[config.mk]
export PLATFORM = sky130hd
export DESIGN_NAME = frame_ram_arbiter
export DESIGN_NICKNAME = d
export VERILOG_FILES = /design/src/rtl/frame_ram_arbiter.sv
export SDC_FILE = /design/constraint.sdc
export NUM_CORES = 1
export LEC_CHECK = 0
export CORE_MARGIN = 2
export CORE_UTILIZATION = 40
export CTS_CLUSTER_DIAMETER = 150
export DETAILED_ROUTE_END_ITERATION = 7
export GPL_TIMING_DRIVEN = 0
export PLACE_DENSITY = 0.9
export SYNTH_ARGS = -nofsm -noshare
export SYNTH_HDL_FRONTEND = slang
export SYNTH_SLANG_ARGS = --single-unit
[constraint.sdc]
create_clock -name Sys_clk -period 6.4 [get_ports Sys_clk]
set_input_delay 0.64 -clock Sys_clk [delete_from_list [all_inputs] [get_ports Sys_clk]]
set_output_delay 0.64 -clock Sys_clk [all_outputs]
set_load 0.005 [all_outputs]
[src/rtl/frame_ram_arbiter.sv]
// rtl/frame_ram_arbiter.sv - single-port frame RAM arbiter: video write, detection read, host read
// Build option: FRAME_RAM_RR_FAIRNESS_EN selects round-robin between the two readers;
// without it the detection reader always wins a tie with the host.
module frame_ram_arbiter #(
   parameter int ADDR_W = 16,
   parameter int DATA_W = 16
) (
   input  logic              Sys_clk,
   input  logic              reset,
   input  logic              frame_end,
   input  logic              vw_req,
   input  logic [ADDR_W-2:0] vw_addr,
   input  logic [DATA_W-1:0] vw_data,
   output logic              vw_ack,
   input  logic              fd_req,
   input  logic [ADDR_W-2:0] fd_addr,
   output logic              fd_ack,
   output logic [DATA_W-1:0] fd_rdata,
   output logic              fd_valid,
   input  logic              host_req,
   input  logic [ADDR_W-1:0] host_addr,
   output logic              host_ack,
   output logic [DATA_W-1:0] host_rdata,
   output logic              host_valid,
   output logic              host_waitx,
   output logic [ADDR_W-1:0] ram_addr,
   output logic [DATA_W-1:0] ram_wdata,
   output logic              ram_wren,
   output logic              ram_rden,
   input  logic [DATA_W-1:0] ram_q,
   output logic              wr_bank
);

   typedef enum logic [1:0] {IDLE, WRITE, READ, RDATA} state_t;

   state_t state;
   state_t state_nxt;
   logic   grant_wr;
   logic   grant_rd;
   logic   pick_host;
   logic   rd_is_host;
   logic   host_done;

`ifdef FRAME_RAM_RR_FAIRNESS_EN
   logic rr_host;

   // Reader choice: on a tie the reader whose turn it is wins
   always_comb begin
      pick_host = host_req & (~fd_req | rr_host);
   end

   // Turn passes to the other reader after every read grant
   always_ff @(posedge Sys_clk) begin
      if (reset) begin
         rr_host <= 1'b0;
      end else if (grant_rd) begin
         rr_host <= ~pick_host;
      end
   end
`else
   // Reader choice: detection always beats host
   always_comb begin
      pick_host = host_req & ~fd_req;
   end
`endif

   // State register; reset abandons any access in flight
   always_ff @(posedge Sys_clk) begin
      if (reset) begin
         state <= IDLE;
      end else begin
         state <= state_nxt;
      end
   end

   // Next state, grants and per-state strobes; writer outranks both readers
   always_comb begin
      state_nxt = state;
      grant_wr  = 1'b0;
      grant_rd  = 1'b0;
      ram_wren  = 1'b0;
      ram_rden  = 1'b0;
      vw_ack    = 1'b0;
      fd_ack    = 1'b0;
      host_ack  = 1'b0;
      case (state)
         IDLE: begin
            if (vw_req) begin
               grant_wr  = 1'b1;
               state_nxt = WRITE;
            end else if (fd_req | host_req) begin
               grant_rd  = 1'b1;
               state_nxt = READ;
            end
         end
         WRITE: begin
            ram_wren  = 1'b1;
            vw_ack    = 1'b1;
            state_nxt = IDLE;
         end
         READ: begin
            ram_rden  = 1'b1;
            state_nxt = RDATA;
         end
         RDATA: begin
            fd_ack    = ~rd_is_host;
            host_ack  = rd_is_host;
            state_nxt = IDLE;
         end
         default: begin
            state_nxt = IDLE;
         end
      endcase
   end

   // Capture address/data at grant so later requester changes cannot disturb the access;
   // detection reads always target the bank video is not writing
   always_ff @(posedge Sys_clk) begin
      if (!reset) begin
         if (grant_wr) begin
            ram_addr  <= {wr_bank, vw_addr};
            ram_wdata <= vw_data;
         end else if (grant_rd) begin
            ram_addr   <= pick_host ? host_addr : {~wr_bank, fd_addr};
            rd_is_host <= pick_host;
         end
      end
   end

   // Bank swap at frame end; a same-cycle write grant already sampled the old bank
   always_ff @(posedge Sys_clk) begin
      if (reset) begin
         wr_bank <= 1'b0;
      end else if (frame_end) begin
         wr_bank <= ~wr_bank;
      end
   end

   // Read return: RAM data is captured at the end of RDATA and held until the next read
   always_ff @(posedge Sys_clk) begin
      if (reset) begin
         fd_valid   <= 1'b0;
         host_valid <= 1'b0;
         fd_rdata   <= '0;
         host_rdata <= '0;
      end else begin
         fd_valid   <= (state == RDATA) & ~rd_is_host;
         host_valid <= (state == RDATA) & rd_is_host;
         if ((state == RDATA) && !rd_is_host) begin
            fd_rdata <= ram_q;
         end
         if ((state == RDATA) && rd_is_host) begin
            host_rdata <= ram_q;
         end
      end
   end

   // Remembers that the current host request has been answered, until host drops req
   always_ff @(posedge Sys_clk) begin
      if (reset) begin
         host_done <= 1'b0;
      end else if (!host_req) begin
         host_done <= 1'b0;
      end else if ((state == RDATA) && rd_is_host) begin
         host_done <= 1'b1;
      end
   end

   assign host_waitx = ~(host_req & ~host_done);

endmodule
After elaboration in Yosys (flattened, before gate mapping)
Cells that the tools add are included.

operators by class
  equality and inequality tests = 4
  muxes and demuxes = 15
  bitwise operators = 13
  reductions and logical operators = 10

operators by type and width
  kind                                                 count
  two-way mux 16 bit                                   3
  two-way mux 1 bit                                    9
  NOT 1 bit                                            8
  one-hot mux 2 bit (3 select lines)                   1
  AND 1 bit                                            4
  equality test 2 bit, second input constant           2
  two-way mux 2 bit                                    2
  AND reduction 2 bit                                  2
  OR reduction 2 bit                                   2
  inequality test 3 bit, second input constant         1
  AND reduction 3 bit                                  1
  equality test 2 x 1 -> 1 bit, second input constant  1
  logical AND 1 bit                                    2
  zero test 2 bit                                      1
  nonzero test 2 bit                                   1
  zero test 1 bit                                      1
  OR 1 bit                                             1

word-level totals
  bits in registers = 71
  input bits = 84
  output and inout port bits = 73
  logic and storage cells = 52

Depth between registers and ports, before layout
Gate-level depths: netlist of run 1.

  depth after elaboration = 6
  gate-level depth with buffers = 6

Worst setup path after synthesis of run 1
OpenSTA, ideal clock, no wires.

  kind = in2reg
  from = input port vw_req
  to = register ram_addr[0] (enable)
  setup time = 0.334 ns
  data arrival time = 2.263 ns
  path slack = 3.803 ns
  cell stages on the path = 4
  path buffers = 1
  path through = or3b_1 buf_2 nor2_1 or2_2

on the way
  longest elaborated chain between the ends = 4
  elaborated cells on any way between the ends = 6

ends and longest elaborated chain
  what                             RTL line  RTL
  from (decl)                      11        input logic vw_req,
  two-way mux 1 bit                88        if (vw_req) begin
  two-way mux 1 bit                86        case (state)
  nonzero test 2 bit (no line) *   n/a
  AND reduction 2 bit (no line) *  n/a
  to (signal assigned)             121       ram_addr <= {wr_bank, vw_addr};
  to (signal assigned)             124       ram_addr <= pick_host ? host_addr : {~wr_bank, fd_addr};
  to (decl)                        26        output logic [ADDR_W-1:0] ram_addr,

Every way passes the cells marked *; elsewhere a longest branch is shown, timed or not.
A chain may end at the register's enable or synchronous reset.

Worst setup path in the final report of run 1
  from = input port vw_req
  to = register ram_addr[1] (enable)

The elaborated chain is that of the path after synthesis.

==> results of run 1 <==
## final cells by class
class,instances,area (um2),share of cell area
sequential,71,1750,0.387
timing repair buffer,156,1560,0.345
multi-input combinational,165,843,0.186
clock buffer,10,138,0.0304
tap,77,96.3,0.0213
buffer,16,86.3,0.0191
clock inverter,6,42.5,0.00939
inverter,3,11.3,0.00249
## worst max-delay path, delay by kind of cell
| kind | cells | cell delay, ns |
|---|---|---|
| buffers and inverters | 2 | 0.67 |
| and+or+nand+nor | 3 | 1.48 |
## through the flow
step                utilization  setup slack, ns  hold WS [ns]  total power, mW
global placement          0.677             2.84         0.442            0.657
CTS                       0.705             3.11         0.457            0.981
global route              0.705             3.40         0.473             1.01
detailed placement        0.677             2.76         0.446            0.662
floorplan                     -             3.80         0.453            0.560
finish                    0.705             3.58         0.457            0.973
## worst min-delay path by stage
stage	start	end	cells after the start
3_3_place_gp	fd_rdata[0]$_SDFFE_PP0P_	fd_rdata[0]$_SDFFE_PP0P_	2
4_1_cts	fd_rdata[9]$_SDFFE_PP0P_	fd_rdata[9]$_SDFFE_PP0P_	2
6_report	fd_rdata[8]$_SDFFE_PP0P_	fd_rdata[8]$_SDFFE_PP0P_	2
2_1_floorplan	fd_rdata[0]$_SDFFE_PP0P_	fd_rdata[0]$_SDFFE_PP0P_	2
5_1_grt	fd_rdata[13]$_SDFFE_PP0P_	fd_rdata[13]$_SDFFE_PP0P_	2
3_5_place_dp	fd_rdata[9]$_SDFFE_PP0P_	fd_rdata[9]$_SDFFE_PP0P_	2
## where the power goes
part	switching (mW)	internal [mW]	total [mW]	leakage [nW]
Sequential	0.00681	0.498	0.504	0.613
Clock	0.169	0.154	0.322	0.0974
Combinational	0.0537	0.0927	0.146	0.893
## kinds of logic after synthesis
family,count (synthesis),share of synthesized area
DFF,71,0.651
muxes,15,0.0558
xor gates and xnor gates,1,0.00326
buffers and inverters,19,0.0363
AOI/OAI and AO/OA,50,0.0986
and+or+nand+nor,99,0.155
## layout by cell type, fill, tap and decap left out, drive strengths merged, types with 2 or more instances in the layout
master / count
a21oi: 47
nor2: 24
o21a: 2
nor2b: 3
edfxtp: 33
nand2: 64
mux2i: 15
clkinv: 5
inv: 4
buf: 10
clkbuf: 16
clkdlybuf4s50: 156
dfxtp: 38
## routing by layer
metal / share of wire / vias up / wire [um] / track usage
met4: 0.011 / 0 / 84 / 0.0635
met3: 0.074 / 8 / 545 / 0.0481
li1: - / 1201 / - / -
met5: 0 / - / 0 / 0
met1: 0.39 / 1133 / 2850 / 0.209
met2: 0.53 / 106 / 3870 / 0.360
## state kept, by name (all words and copies together), names as in the netlist
name,flops
ram_wdata,16
ram_addr,16
host_done,1
rd_is_host,1
wr_bank,1
fd_valid,1
state,2
host_rdata,16
host_valid,1
fd_rdata,16
==> metrics, run 1 <==
Crit. End Element=flip-flop; Initial Util=0.419; Die Ht=approximately 86 um; DP Wirelength=a little under 6 mm; sequential fraction of the synthesis area=0.651; FMAX=around 350 MHz; design area=0.00453 mm2; Post-CTS Setup Inserts=0; Avg Vias per Cell=4.86; Arr. time, crit path=between 2 and 3 ns; drt drc=0; RSZ-0062 raised after global routing=no; Worst EP required=about 6.4 ns; antenna-violating nets left=0; Post-synth ARST share=0; num ports=157; max cap viols=0; status=complete, no violations; clock latency at the later pin of the worst-skew pair=~0.33 ns; Mapped Nets=339; first-pass GRT wire length=approximately 11 mm; top cell type's share of synthesized area=0.368; type of the most critical hold path=flip-flop to flip-flop; skew final=0.00957 ns; Syn. warnings=0; kind of critical path=input port to flip-flop; min Tclk post-route=2.82 ns; Total Routed Length=between 7 and 8 mm; Wirelength per Cell=about 15 um; most numerous cell in the Yosys netlist=nand2_1; number of synthesized register bits=between 70 and 80; Final GP Congestion=a little under 0.8; Netlist cell types=24; relative slew slack=0.430; Worst-path clk slew=0.08 ns; CTS tree=built; layout cells sized above 1=0.0726; worst r2r dst=ram_addr[1]$_DFFE_PP_; # port buffers=156; CTS buffer count=9; die area=approximately 0.0074 mm2; Synth Flop Type=dfxtp_1; CP Max Fanout=17; worst r2r src=state[1]$_SDFFE_PP0P_; Cells after DPL=a little under 500; Mapped Avg Cell Area=around 11 um2; Post-synth EDFFs=33; final max-slew violation count=0; placed standard-cell area=~0.0043 mm2; Row Count=29; area of the core=approximately 0.0064 mm2; synth-to-layout area growth=68.4%; largest net degree at the start of global routing=18; antenna diode count=0; H-tree depth=3; final cell count without fillers=504; area leader, netlist=edfxtp_1; Worst Setup EP=ram_addr[1]$_DFFE_PP_; Fillers=479; Synth top cells by count=nand2_1, a21oi_1, dfxtp_1; Final TNS setup=0 ns; First DRT Iteration DRCs=93; CTS sink count=71; reg2reg setup slack=roughly 4 ns; largest cells by area after synthesis=edfxtp_1, dfxtp_1, nand2_1; R2R depth=5; CP peak stage delay=around 0.65 ns; nets@finish=~500; Post-Syn Area=between 0.002 and 0.003 mm2; Die W=86.0 um; Crit. Startpoint=vw_req; clock root buffer=clkbuf_8; Syn Inst Count=255; routed via count=approximately 2400; CP startpoint kind=input port; final setup fails=0; antenna violations before repair=0; pwr/cell area=215 mW/mm2; cells along the critical path=clkdlybuf4s50_1 > or3b_1 > buf_2 > nor2_2 > or2_2; vias in the first global route=2405; slowest stage cell, crit path=nor2_2; actual slew at the worst max-slew pin=roughly 0.85 ns; CTS Hold Buffers Added=0; drt first pass iters=4; Max VDD drop=around 0.12 mV; Max Buffers Root-to-Sink=2; grt total ovfl=0; CTS resizes=0; static leakage=between 1.5 and 2 nW; period utilisation layout=0.441; Hold Fails Final Rpt=0; GRT Total Usage=0.192
Power figures use the tool's default switching activity.
==> run 2, diff against run 1 <==
--- a/config.mk
+++ b/config.mk
@@ -6,11 +6,11 @@
 export NUM_CORES = 1
 export LEC_CHECK = 0
 export CORE_MARGIN = 2
-export CORE_UTILIZATION = 40
+export CORE_UTILIZATION = 34
 export CTS_CLUSTER_DIAMETER = 150
 export DETAILED_ROUTE_END_ITERATION = 7
 export GPL_TIMING_DRIVEN = 0
-export PLACE_DENSITY = 0.9
+export PLACE_DENSITY = 0.82
 export SYNTH_ARGS = -nofsm -noshare
 export SYNTH_HDL_FRONTEND = slang
 export SYNTH_SLANG_ARGS = --single-unit
==> constraint.sdc (replaced) <==
create_clock -name Sys_clk -period 2.3 [get_ports Sys_clk]
set_input_delay 0.23 -clock Sys_clk [delete_from_list [all_inputs] [get_ports Sys_clk]]
set_output_delay 0.23 -clock Sys_clk [all_outputs]
set_load 0.005 [all_outputs]
==> metrics, run 2 (synthesis gave the netlist of run 1 again) <==
status=complete, no violations; worst r2r dst=ram_addr[15]$_DFFE_PP_; die area=around 0.0086 mm2; Final TNS setup=0 ns; hold worst-path end=ram_wdata[4]$_DFFE_PP_; nets@finish=506; RSZ-0062 raised after global routing=no; Max Buffers Root-to-Sink=2; routed via count=between 2000 and 2500; kind of critical path=flip-flop to output pin; Worst EP required=2.07 ns; max cap viols=0; Row Count=32; CP top delay family=buffers and inverters; Clk network pwr share=0.392; antenna violations before repair=0; Comb pwr share=0.137; Cells after DPL=513; sw frac=0.210; final setup fails=0; static leakage=1.65 nW; CTS tree=built; CP Buf/Inv Count=3; Wirelength per Cell=around 14 um; CTS buffer count=9; multi-input logic area=a little under 900 um2; Die W=93.0 um; drt first pass iters=4; H-tree depth=3; drt drc=0; CP Max Fanout=10; Worst-path clk slew=about 0.080 ns; antenna diode count=0; Hold Fails Final Rpt=0; DP Wirelength=5.66 mm; most frequent cells in the layout=clkdlybuf4s50_1, nand2_1, a21oi_1; Fillers=approximately 670; Die Ht=~93 um; period utilisation layout=0.952; First DRT Iteration DRCs=78; switching power=roughly 0.63 mW; clock root buffer=clkbuf_8; vias in the first global route=2311; register share of total power=0.471; final cell count without fillers=about 530; Crit. End Element=output pin; cells along the critical path=nand3b_4 > clkinv_1 > buf_2 > clkdlybuf4s50_1; pwr/cell area=approximately 640 mW/mm2; GRT Total Usage=0.169; final max-slew violation count=0; R2R depth=5; actual slew at the worst max-slew pin=around 0.55 ns; worst r2r src=state[1]$_SDFFE_PP0P_; Total Routed Length=slightly above 7 mm; reg2reg setup slack=between 0.15 and 0.2 ns; antenna-violating nets left=0; Seq. cell area=around 0.0018 mm2; clock latency at the later pin of the worst-skew pair=about 0.33 ns; relative slew slack=0.633; smallest hold slack=0.451 ns; CP startpoint kind=flip-flop; FMAX=approximately 460 MHz; area of the core=just under 0.008 mm2; Avg Vias per Cell=~4.5; P_int=between 2 and 2.5 mW; type of the most critical hold path=input port to flip-flop; worst hold stages=1; Post-CTS Setup Inserts=0; slowest stage cell, crit path=clkdlybuf4s50_1; skew final=0.0135 ns; CTS sink count=just over 70; Final Util=0.604; min Tclk post-route=between 2 and 2.5 ns; Arr. time, crit path=about 2.0 ns; largest net degree at the start of global routing=18; Max VDD drop=approximately 0.35 mV; synth-to-layout area growth=72.5%; worst hold start=vw_data[4]; num ports=about 160; # port buffers=156; Initial Util=0.350; first-pass GRT wire length=about 11 mm; grt total ovfl=0; layout cells sized above 1=0.0726; commonest non-fill, non-tap cell in the layout=clkdlybuf4s50_1; Final GP Congestion=about 0.76; CP peak stage delay=0.54 ns
==> run 2: power groups by stage <==
| stage | combinational, mW | clock (mW) | sequential [mW] |
|---|---|---|---|
| floorplan | 0.124 | 0 | 1.44 |
| global placement | 0.402 | 0 | 1.43 |
| detailed placement | 0.410 | 0 | 1.43 |
| CTS | 0.413 | 1.19 | 1.40 |
| global route | 0.443 | 1.26 | 1.41 |
| finish | 0.409 | 1.17 | 1.40 |
==> run 2: metal layers <==
layer	vias to the layer above	track usage	part of all wire	routed length [um]
met1	1124	0.203	0.43	3090
met4	0	0.0625	0.0098	71
li1	1197	-	-	-
met3	4	0.0431	0.048	346
met2	75	0.290	0.52	3750
met5	-	0	0	0
==> run 2: timing repair <==
| action | CTS | global route |
|---|---|---|
| resized for setup | 3 | 2 |
| pin swaps | 0 | 0 |
| hold buffers | 0 | 0 |
| hold endpoints to repair | 0 | 0 |
| endpoints found under the setup margin | 18 | 1 |
==> run 2: per-stage QoR <==
stage | power, mW | worst slack [ns] | cell area (um2)
6_report | 2.98 | 0.111 | 4640
5_1_grt | 3.11 | 0.00417 | 4640
4_1_cts | 3.01 | -0.00398 | 4630
3_5_place_dp | 1.84 | -0.483 | 4380
3_3_place_gp | 1.83 | -0.455 | 4380
2_1_floorplan | 1.56 | 0.209 | 2690
==> run 2: cell type report <==
class | instances | share of cell area
sequential | 71 | 0.378
multi-input combinational | 165 | 0.186
tap | 102 | 0.0275
clock inverter | 7 | 0.0240
clock buffer | 9 | 0.0267
inverter | 3 | 0.00270
timing repair buffer | 156 | 0.336
buffer | 16 | 0.0186
==> run 2: worst register-to-register path, delay by kind of cell, from the launching register on <==
| family | cells | cell delay, ns |
|---|---|---|
| buffers and inverters | 2 | 0.30 |
| DFF | 1 | 0.31 |
| and+or+nand+nor | 3 | 1.19 |
==> run 2: how the worst max path moves through the flow <==
stage,depth (start not counted),start,slack [ns],to
4_1_cts,4,state[0]$_SDFFE_PP0P_,-0.004,host_ack
5_1_grt,4,rd_is_host$_DFFE_PP_,0.004,fd_ack
3_5_place_dp,5,vw_req,-0.48,ram_addr[10]$_DFFE_PP_
2_1_floorplan,5,state[1]$_SDFFE_PP0P_,0.21,ram_addr[0]$_DFFE_PP_
6_report,4,rd_is_host$_DFFE_PP_,0.11,fd_ack
3_3_place_gp,5,vw_req,-0.45,ram_addr[10]$_DFFE_PP_
==> run 3, diff against run 2 <==
--- a/config.mk
+++ b/config.mk
@@ -6,11 +6,12 @@
 export NUM_CORES = 1
 export LEC_CHECK = 0
 export CORE_MARGIN = 2
-export CORE_UTILIZATION = 34
+export CORE_UTILIZATION = 40
 export CTS_CLUSTER_DIAMETER = 150
 export DETAILED_ROUTE_END_ITERATION = 7
+export GPL_ROUTABILITY_DRIVEN = 0
 export GPL_TIMING_DRIVEN = 0
-export PLACE_DENSITY = 0.82
+export PLACE_DENSITY = 0.9
 export SYNTH_ARGS = -nofsm -noshare
 export SYNTH_HDL_FRONTEND = slang
 export SYNTH_SLANG_ARGS = --single-unit
==> constraint.sdc (replaced) <==
create_clock -name Sys_clk -period 2.6 [get_ports Sys_clk]
set_input_delay 0.26 -clock Sys_clk [delete_from_list [all_inputs] [get_ports Sys_clk]]
set_output_delay 0.26 -clock Sys_clk [all_outputs]
set_load 0.005 [all_outputs]
==> metrics, run 3 (synthesis gave the netlist of run 1 again) <==
status=complete, no violations; Worst EP required=about 2.3 ns; Seq. cell area=0.00175 mm2; antenna-violating nets left=0; pwr/cell area=~530 mW/mm2; clock root buffer=clkbuf_8; CP startpoint kind=flip-flop; Post-CTS Setup Inserts=0; die area=roughly 0.0074 mm2; Place WS=-0.659 ns; most frequent cells in the layout=clkdlybuf4s50_1, nand2_1, a21oi_1; commonest non-fill, non-tap cell in the layout=clkdlybuf4s50_1; actual slew at the worst max-slew pin=between 0.5 and 0.6 ns; grt total ovfl=0; RSZ-0062 raised after global routing=no; worst hold stages=2; area of the core=between 0.006 and 0.007 mm2; num ports=157; CTS sink count=slightly above 70; drt drc=0; placed standard-cell area=about 0.0043 mm2; Max VDD drop=around 0.3 mV; CTS Hold Buffers Added=0; First DRT Iteration DRCs=96; vias in the first global route=~2400; multi-input logic area=~850 um2; kind of critical path=flip-flop to output pin; Final Util=0.706; Max Buffers Root-to-Sink=2; Fillers=about 480; GRT Total Usage=0.192; H-tree depth=3; R2R depth=5; static leakage=about 1.6 nW; Die W=approximately 86 um; relative slew slack=0.632; first-pass GRT wire length=between 10 and 15 mm; Arr. time, crit path=2.06 ns; Avg Vias per Cell=slightly below 5; Die Ht=86.0 um; Row Count=29; clock latency at the later pin of the worst-skew pair=between 0.3 and 0.4 ns; period utilisation layout=0.891; FMAX=432 MHz; skew final=0.0111 ns; # port buffers=between 150 and 200; CTS buffer count=9; CP Max Fanout=10; design area=around 0.0045 mm2; DP Wirelength=a little under 6 mm; antenna violations before repair=0; max cap viols=0; routed via count=around 2400; CTS tree=built; nets@finish=a little over 500; layout cells sized above 1=0.0726; Wirelength per Cell=between 10 and 15 um; Crit. End Element=output pin; min Tclk post-route=around 2.3 ns; Hold Fails Final Rpt=0; largest net degree at the start of global routing=18; Worst-path clk slew=0.08 ns; synth-to-layout area growth=68.6%; Initial Util=0.419; Total Routed Length=about 7.3 mm; antenna diode count=0; final setup fails=0; type of the most critical hold path=flip-flop to flip-flop; drt first pass iters=4; final max-slew violation count=0; worst setup margin=0.283 ns
-- run 3: critical path: stages (launching register included) --
cell and delay [ns]:
edfxtp_1 0.41, nand3b_2 0.33, clkinv_1 0.20, buf_2 0.25, clkdlybuf4s50_1 0.54
-- run 3: final cells by class --
class,count,area share
Inverter,3,0.00248
Sequential cell,71,0.386
Multi-Input combinational cell,165,0.187
Buffer,16,0.0190
Clock inverter,6,0.00938
Clock buffer,10,0.0303
Timing Repair Buffer,156,0.344
Tap cell,77,0.0212
-- run 3: worst paths after layout --
| path | start | to | slack, ns |
|---|---|---|---|
| min | fd_rdata[8]$_SDFFE_PP0P_ | fd_rdata[8]$_SDFFE_PP0P_ | 0.46 |
| max reg2reg | state[1]$_SDFFE_PP0P_ | ram_addr[14]$_DFFE_PP_ | 0.46 |
| min reg2reg | fd_rdata[8]$_SDFFE_PP0P_ | fd_rdata[8]$_SDFFE_PP0P_ | 0.46 |
| max | rd_is_host$_DFFE_PP_ | fd_ack | 0.28 |
-- run 3: metrics by stage --
| stage | total power, mW | hold WS, ns | cells | TNS, ns |
|---|---|---|---|---|
| 4_1_cts | 2.42 | 0.457 | 504 | 0 |
| 3_5_place_dp | 1.63 | 0.446 | 488 | -13.09 |
| 6_report | 2.39 | 0.457 | 504 | 0 |
| 2_1_floorplan | 1.38 | 0.359 | 255 | 0 |
| 3_3_place_gp | 1.62 | 0.442 | 488 | -10.93 |
| 5_1_grt | 2.50 | 0.473 | 504 | 0 |
-- run 3: repair_timing --
| action | CTS | global route |
|---|---|---|
| endpoints found under the hold margin | 0 | 0 |
| resized for setup | 1 | 1 |
| endpoints found under the setup margin | 16 | 16 |
-- run 3: routing by layer --
metal | part of all wire | vias to the layer above | track usage | wire (um)
li1 | - | 1201 | - | -
met1 | 0.39 | 1135 | 0.209 | 2840
met2 | 0.53 | 100 | 0.360 | 3870
met3 | 0.073 | 8 | 0.0481 | 538
met4 | 0.011 | 0 | 0.0635 | 78
met5 | 0 | - | 0 | 0
-- run 3: where the power goes --
part	total [mW]	switching (mW)	internal, mW	leakage, nW
Clock	0.791	0.413	0.378	0.0974
Sequential	1.24	0.0168	1.22	0.613
Combinational	0.361	0.133	0.229	0.893
